==> src/rtl/ctrl_decode_stage.sv <==
// RV32I control decode plus ID/EX pipeline register with load-use interlock and flush.
// Latency 1 cycle; in_ready drops on out_ready stall, load-use hazard or flush.
module ctrl_decode_stage #(
  parameter int LOAD_BUBBLES = 1,
  parameter bit ENABLE_M     = 1'b0
) (
  input  logic        clk,
  input  logic        rst_n,
  input  logic        in_valid,
  output logic        in_ready,
  input  logic [31:0] instr,
  input  logic        flush,
  input  logic        out_ready,
  output logic        out_valid,
  output logic [1:0]  result_src,
  output logic        mem_write,
  output logic        alu_src,
  output logic [2:0]  imm_src,
  output logic        reg_write,
  output logic [1:0]  alu_op,
  output logic        mreq,
  output logic        is_branch,
  output logic        jump,
  output logic        is_utype,
  output logic        is_lui,
  output logic        is_jalr,
  output logic        is_muldiv,
  output logic        illegal,
  output logic [4:0]  rd,
  output logic [4:0]  rs1,
  output logic [4:0]  rs2
);

  localparam logic [6:0] OP_LOAD   = 7'b0000011;
  localparam logic [6:0] OP_IMM    = 7'b0010011;
  localparam logic [6:0] OP_JALR   = 7'b1100111;
  localparam logic [6:0] OP_STORE  = 7'b0100011;
  localparam logic [6:0] OP_RTYPE  = 7'b0110011;
  localparam logic [6:0] OP_BRANCH = 7'b1100011;
  localparam logic [6:0] OP_JAL    = 7'b1101111;
  localparam logic [6:0] OP_AUIPC  = 7'b0010111;
  localparam logic [6:0] OP_LUI    = 7'b0110111;

  typedef struct packed {
    logic [1:0] result_src;
    logic       mem_write;
    logic       alu_src;
    logic [2:0] imm_src;
    logic       reg_write;
    logic [1:0] alu_op;
    logic       mreq;
    logic       is_branch;
    logic       jump;
    logic       is_utype;
    logic       is_lui;
    logic       is_jalr;
    logic       is_muldiv;
    logic       illegal;
    logic [4:0] rd;
    logic [4:0] rs1;
    logic [4:0] rs2;
  } ctrl_t;

  logic [6:0]  opcode;
  logic [2:0]  funct3;
  logic [6:0]  funct7;
  logic [15:0] ctl;
  logic        rs1_used;
  logic        rs2_used;
  logic        is_load;
  ctrl_t       dec;

  ctrl_t       bundle_d, bundle_q;
  logic        out_valid_d, out_valid_q;
  logic [4:0]  pend_rd_d, pend_rd_q;
  logic [1:0]  cnt_d, cnt_q;

  logic        adv;
  logic        hazard;
  logic        accept;

  assign opcode = instr[6:0];
  assign funct3 = instr[14:12];
  assign funct7 = instr[31:25];

  // ctl packs {result_src, mem_write, alu_src, imm_src, reg_write, alu_op,
  // mreq, is_branch, jump, is_utype, is_lui, is_jalr}
  always_comb begin
    ctl      = 16'b0;
    rs1_used = 1'b0;
    rs2_used = 1'b0;
    is_load  = 1'b0;
    dec      = '0;
    case (opcode)
      OP_LOAD:   begin ctl = 16'b01_0_1_000_1_00_1_0_0_0_0_0; rs1_used = 1'b1; is_load = 1'b1; end
      OP_IMM: begin
        ctl      = 16'b00_0_1_000_1_11_0_0_0_0_0_0;
        rs1_used = 1'b1;
        if (funct3 == 3'b001 || funct3 == 3'b101) ctl[11:9] = 3'b101;
      end
      OP_JALR:   begin ctl = 16'b00_0_1_000_1_10_0_1_1_0_0_1; rs1_used = 1'b1; end
      OP_STORE:  begin ctl = 16'b00_1_1_001_0_00_1_0_0_0_0_0; rs1_used = 1'b1; rs2_used = 1'b1; end
      OP_RTYPE:  begin ctl = 16'b00_0_0_000_1_10_0_0_0_0_0_0; rs1_used = 1'b1; rs2_used = 1'b1; end
      OP_BRANCH: begin ctl = 16'b00_0_0_010_0_01_0_1_0_0_0_0; rs1_used = 1'b1; rs2_used = 1'b1; end
      OP_JAL:    ctl = 16'b10_0_0_011_1_00_0_0_1_0_0_0;
      OP_AUIPC:  ctl = 16'b11_0_1_100_1_00_0_0_0_1_0_0;
      OP_LUI:    ctl = 16'b11_0_1_100_1_00_0_0_0_1_1_0;
      default:   dec.illegal = 1'b1;
    endcase
    {dec.result_src, dec.mem_write, dec.alu_src, dec.imm_src, dec.reg_write, dec.alu_op,
     dec.mreq, dec.is_branch, dec.jump, dec.is_utype, dec.is_lui, dec.is_jalr} = ctl;
    dec.is_muldiv = ENABLE_M && (opcode == OP_RTYPE) && (funct7 == 7'b0000001);
    dec.rd        = instr[11:7];
    dec.rs1       = instr[19:15];
    dec.rs2       = instr[24:20];
  end

  assign adv    = !out_valid_q || out_ready;
  assign hazard = (cnt_q != 2'd0) && in_valid &&
                  ((rs1_used && dec.rs1 != 5'd0 && dec.rs1 == pend_rd_q) ||
                   (rs2_used && dec.rs2 != 5'd0 && dec.rs2 == pend_rd_q));
  assign in_ready = adv && !hazard && !flush;
  assign accept   = in_valid && in_ready;

  always_comb begin
    bundle_d    = bundle_q;
    out_valid_d = out_valid_q;
    pend_rd_d   = pend_rd_q;
    cnt_d       = cnt_q;
    if (flush) begin
      bundle_d    = '0;
      out_valid_d = 1'b0;
      cnt_d       = 2'd0;
    end else begin
      if (accept) begin
        bundle_d    = dec;
        out_valid_d = 1'b1;
      end else if (adv) begin
        bundle_d    = '0;
        out_valid_d = 1'b0;
      end
      // A fresh load restarts the countdown; otherwise it drains on every advancing cycle.
      if (accept && is_load && dec.rd != 5'd0) begin
        pend_rd_d = dec.rd;
        cnt_d     = 2'(LOAD_BUBBLES);
      end else if (adv && cnt_q != 2'd0) begin
        cnt_d = cnt_q - 2'd1;
      end
    end
  end

  always_ff @(posedge clk or negedge rst_n) begin
    if (!rst_n) begin
      bundle_q    <= '0;
      out_valid_q <= 1'b0;
      pend_rd_q   <= 5'd0;
      cnt_q       <= 2'd0;
    end else begin
      bundle_q    <= bundle_d;
      out_valid_q <= out_valid_d;
      pend_rd_q   <= pend_rd_d;
      cnt_q       <= cnt_d;
    end
  end

  assign out_valid  = out_valid_q;
  assign result_src = bundle_q.result_src;
  assign mem_write  = bundle_q.mem_write;
  assign alu_src    = bundle_q.alu_src;
  assign imm_src    = bundle_q.imm_src;
  assign reg_write  = bundle_q.reg_write;
  assign alu_op     = bundle_q.alu_op;
  assign mreq       = bundle_q.mreq;
  assign is_branch  = bundle_q.is_branch;
  assign jump       = bundle_q.jump;
  assign is_utype   = bundle_q.is_utype;
  assign is_lui     = bundle_q.is_lui;
  assign is_jalr    = bundle_q.is_jalr;
  assign is_muldiv  = bundle_q.is_muldiv;
  assign illegal    = bundle_q.illegal;
  assign rd         = bundle_q.rd;
  assign rs1        = bundle_q.rs1;
  assign rs2        = bundle_q.rs2;

endmodule

==> config.mk <==
export PLATFORM = sky130hd
export DESIGN_NAME = ctrl_decode_stage
export DESIGN_NICKNAME = d
export VERILOG_FILES = /design/src/rtl/ctrl_decode_stage.sv
export SDC_FILE = /design/constraint.sdc
export NUM_CORES = 1
export LEC_CHECK = 0
export ABC_AREA = 1
export CELL_PAD_IN_SITES_DETAIL_PLACEMENT = 1
export CELL_PAD_IN_SITES_GLOBAL_PLACEMENT = 1
export CORE_MARGIN = 4
export CORE_UTILIZATION = 33
export CTS_CLUSTER_DIAMETER = 30
export DETAILED_ROUTE_END_ITERATION = 8
export PLACE_DENSITY_LB_ADDON = 0.1
export SLEW_MARGIN = 20
export SYNTH_ARGS = -nofsm -noshare
export SYNTH_HDL_FRONTEND = slang
export SYNTH_SLANG_ARGS = --single-unit
export TNS_END_PERCENT = 1
==> constraint.sdc <==
create_clock -name clk -period 1.65 [get_ports clk]
set_input_delay 0.2475 -clock clk [delete_from_list [all_inputs] [get_ports clk]]
set_output_delay 0.2475 -clock clk [all_outputs]
set_load 0.005 [all_outputs]
* Yosys cells after proc, flatten, opt, wreduce, memory -nomap -nowiden
Index checks and enable logic that the tools add are counted.
Widths: inputs -> output; s select.
** Word-level totals
- Output and inout port bits :: 35
- Bits of input ports :: 37
- Register bits after elaboration :: 41
** Operators by class
- Reduce and logical (&&, ||, !) cells :: 28
- $add $sub $neg :: 1
- Equal/unequal tests :: 13
- Muxes and demuxes :: 15
- Bitwise gates (word level) :: 1
** Operators by type and width (count)
- $pmux 16 s9 :: 1
- $mux 33 :: 3
- $eq 7x6->1 const B :: 3
- $eq 7x7->1 const B :: 3
- $reduce_bool 5->1 :: 3
- $eq 7x5->1 const B :: 2
- $logic_and 1x1->1 :: 12
- $eq 5x5->1 :: 2
- $reduce_or 9->1 :: 1
- $eq 7x2->1 const B :: 1
- $mux 1 :: 7
- $mux 2 :: 3
- $reduce_bool 3->1 :: 2
- $reduce_or 6->1 :: 1
- $eq 3x1->1 const B :: 1
- $eq 3x3->1 const B :: 1
- $logic_not 1->1 :: 3
- $logic_or 1x1->1 :: 3
- $mux 3 :: 1
- $reduce_or 3->1 :: 1
- $reduce_and 2->1 :: 1
- $reduce_bool 2->1 :: 1
- $sub 2x1->2 const B :: 1
- $not 1->1 :: 1

* Depth between registers and ports, before layout
- Word-level depth :: 15
- Mapped depth :: 12
- Depth with buffers taken out :: 12

* Least setup slack after synthesis
No wires, ideal clock.
- Kind :: input port to output port
- Start :: in instr[1]
- End :: out in_ready
- Arrival :: 1.169 ns
- Setup slack :: 0.233 ns
- Data required time :: 1.402 ns
- Buffers on the path :: 1
- Cell stages on the path :: 10
- Cells stage by stage :: nand2_1 > inv_2 > nand3_1 > nor2_2 > nor2_2 > nand2_1 > nand2_1 > nand2_2 > a21oi_4 > buf_4
** Between the ends
- Word-level cells in the longest chain between the ends :: 10
** RTL lines
- start, declared :: RTL line 11 : input logic [31:0] instr,
- $eq 7x5->1 (tied with other cells) :: RTL line 94 : case (opcode)
- $reduce_or 6->1 (no source line) / $reduce_or 3->1 (equally long branches)
- $mux 1 :: RTL line 94
- $logic_and 1x1->1 (on tied branches) (2 in a row) :: RTL line 120, 121
- $logic_or 1x1->1 * :: RTL line 120 : ((rs1_used && dec.rs1 != 5'd0 && dec.rs1 == pend_rd_q) ||
- $logic_and 1x1->1 * :: RTL line 119 : assign hazard = (cnt_q != 2'd0) && in_valid &&
- $logic_not 1->1 * :: RTL line 122 : assign in_ready = adv && !hazard && !flush;
- $logic_and 1x1->1 * (2 in a row) :: RTL line 122
- end, declared :: RTL line 10 : output logic in_ready,
Mark *: on every way between the ends. The rest lies on a longest branch, timed or not.

* Worst setup path after layout
- Start :: reg pend_rd_q[4]
- End :: out in_ready
** Between the ends
- Word-level cells in the longest chain between the ends :: 7
** RTL lines
- start, declared :: RTL line 75 : logic [4:0] pend_rd_d, pend_rd_q;
- start signal, assigned :: RTL line 161 : pend_rd_q <= pend_rd_d;
- $eq 5x5->1 (on tied branches) :: RTL line 120, 121
- $logic_and 1x1->1 (on tied branches) :: RTL line 120, 121
- $logic_or 1x1->1 * :: RTL line 120
- $logic_and 1x1->1 * :: RTL line 119
- $logic_not 1->1 * :: RTL line 122
- $logic_and 1x1->1 * (2 in a row) :: RTL line 122
Marked as above.

==> results.yml <==
synth:
  synth_area_leaders: "dfrtp_1 47%, nand3_1 11%, nand2_1 8.4%"
  synth_seq_cells: 40
  synth-seq-area-share_pct: 46.9
  syn_area_per_cell_um2: 8.12
  synth-warning-count: 0
  synth.net_count: 301
  synth_edf_count: 0
  synth_top_cell_by_area: "dfrtp_1"
  synth_area_um2: 2140
  synth_cells: 263
  ys_types: 29
  yosys_most_used_dff: "dfrtp_1"
  synth_top_area_share_pct: 46.9
  synth_common_cells: "48 x nand2_1, 48 x nand3_1, 40 x dfrtp_1, 32 x inv_1, 20 x nor2_1"
  async_flop_share_pct: 100
clock_network:
  cts_buffers: 5
  ctsLongestPathBuffers: 2
  cts_tree: "done"
  clock_sinks: 40
  cts_max_level: 2
  clockRootBuffer: "clkbuf_8"
  clk_pin_slew_worst_paths_ps: 80
  clkLatencyLatePin_ps: 300
floorplan:
  row_count: 29
  pin_count: 72
  die_x_um: 88.5
  core_area_um2: 6310
  dieArea_um2: 7820
  die_h_um: 88.5
  start_util_pct: 33.8
place:
  gp_congestion: 0.909
  io_buffers: 62
  hpwl_mm: 5.19
  dp.cells: 438
layout:
  fin_cells: 449
  nFillCells: 757
  drive_gt1_share_pct: 29.8
  num_antenna_cells: 0
  fin_nets: 410
  area_growth_pct: 59.8
  utilization_pct: 54.1
setup_path:
  reg2reg_slack_ps: -40
  worstPathArrival_ps: 1540
  cp-start-kind: "register"
  r2r_start: "pend_rd_q[4]$_DFFE_PN0P_"
  cp_data_required_time_ps: 1400
  r2r_end: "reg_write$_DFFE_PN0P_"
  worst-path-max-fanout: 4
  crit_type: "register to output port"
  ff2ff_path_depth: 13
  cp-end-kind: "output port"
power:
  p_sw_share_pct: 28.0
  p_seq_share_pct: 46.0
  peakVddDrop_mv: 0.465
  p_leak_nw: 1.75
  clkPwrFrac_pct: 30.6
  p_int_mw: 1.66
  powerDensity_nw_per_um2: 676
  p_sw_mw: 0.647
  p_comb_share_pct: 23.5
global_route:
  antenna_found_initial: 0
  track_usage_pct: 18.5
  grt_pass1_vias: 2231
  grt_max_degree: 36
  grt_overflow_total: 0
  grt_pass1_wl_mm: 11.1
hold_path:
  hold_depth: 3
  hp-class: "primary input to register"
  min_to: "rs1[2]$_DFFE_PN0P_"
  min_from: "instr[17]"
timing:
  post-route-period-util_pct: 108
  max_freq_mhz: 560
  finalHoldViolCount: 0
  fin_crit_ps: 1790
  setup_viol: 32
  setup_ws_ps: -137
  drv_slew: 0
  whs_ps: 298
  finClkSkew_ps: 4.10
  grt_setup_unrepaired: "yes"
route:
  routed_wl_mm: 6.57
  vias_per_cell: 4.80
  wl_per_cell_um: 14.6
  drtIter0Drc: 41
  ant_nets: 0
  drcViolationCount: 0
  drt_pass1_iterations: 4
  vias: 2157
outcome:
  violations: "setup timing"
  outcome: "complete, but fails checks"
run:
  maxCapViolCount: 0
[routing by layer]
metal | vias up | wire length (µm) | GRT usage (%)
met4 | 0 | 106 | 5.22
li1 | 1079 | - | -
met5 | - | 0 | 0
met2 | 44 | 3190 | 31.0
met1 | 1024 | 2940 | 23.9
met3 | 10 | 322 | 4.56
[state kept, by name, summed over array words and instances, names as in the netlist]
signal	flops
rs2	5
is_utype	1
is_lui	1
imm_src	3
is_branch	1
reg_write	1
out_valid	1
cnt_q	2
rd	5
rs1	5
alu_op	2
illegal	1
is_jalr	1
pend_rd_q	5
result_src	2
mreq	1
jump	1
mem_write	1
alu_src	1
[critical path, stage by stage (launching register included)]
cell	delay, ps
dfrtp_1	410
inv_2	60
nand2_2	60
nand2_2	60
nor2_4	110
nand3_2	70
nor2_2	100
nand2_1	70
nand2_2	90
a21oi_4	70
buf_6	130
[final cells by class]
type	instances	area, µm²	share of cell area (%)
flip-flops and latches	40	1000	29.3
inverters	36	135	3.96
multi-input cells	175	1000	29.3
repair buffers	114	1080	31.7
well taps	77	96.3	2.82
clock buffers	7	96.3	2.82
[cells in the final DEF, fill, tap and decap left out, types with 5 or more instances in the layout]
cell type,instances
dlygate4sd2_1,5
dfrtp_1,40
nand2_2,5
clkdlybuf4s50_1,49
nand4_1,11
nand2_1,44
inv_1,27
nor2_1,14
inv_2,8
dlymetal6s2s_1,6
nor2_2,7
o21ai_2,23
buf_4,44
nand3_1,46
clkbuf_8,7
[logic make-up (layout without fill, tap and decap cells)]
group | Yosys count | count (layout) | share of synthesized area (%)
simple gates | 138 | 138 | 30.1
buf+inv | 48 | 157 | 9.49
compound gates | 33 | 33 | 12.0
fa+ha+maj | 1 | 1 | 0.586
xor+xnor | 2 | 2 | 0.820
flops | 40 | 40 | 46.9
other cells | 1 | 1 | 0.176
[stage by stage]
step	worst slack, ps	TNS (ps)	power (mW)	instance area [µm²]
floorplan	233	0	1.32	2140
global placement	-545	-15790	1.59	3190
detailed placement	-652	-19420	1.61	3190
CTS	-209	-3220	2.33	3330
global route	-289	-5950	2.45	3410
finish	-137	-1150	2.31	3410
[how the worst max path moves through the flow]
stage | startpoint | to | slack, ps
5_1_grt | pend_rd_q[4]$_DFFE_PN0P_ | in_ready | -290
3_5_place_dp | instr[6] | in_ready | -650
6_report | pend_rd_q[4]$_DFFE_PN0P_ | in_ready | -140
4_1_cts | pend_rd_q[4]$_DFFE_PN0P_ | in_ready | -210
3_3_place_gp | instr[6] | in_ready | -550
2_1_floorplan | instr[1] | in_ready | 230
[power groups by stage]
stage	sequential [mW]	clock (mW)	combinational, mW
after CTS	1.06	0.733	0.538
after global placement	1.08	0	0.511
after floorplan	1.08	0	0.241
after detailed placement	1.08	0	0.531
after global routing	1.07	0.772	0.610
final	1.06	0.706	0.542
[repair_timing]
item,4_1_cts,5_1_grt
pin swaps,5,11
hold endpoints to repair,17,0
hold buffers,1,0
setup endpoints to repair,37,41
buffers inserted,3,0
gates resized for setup,17,31
Note: power is estimated with default switching activity, not from simulation.
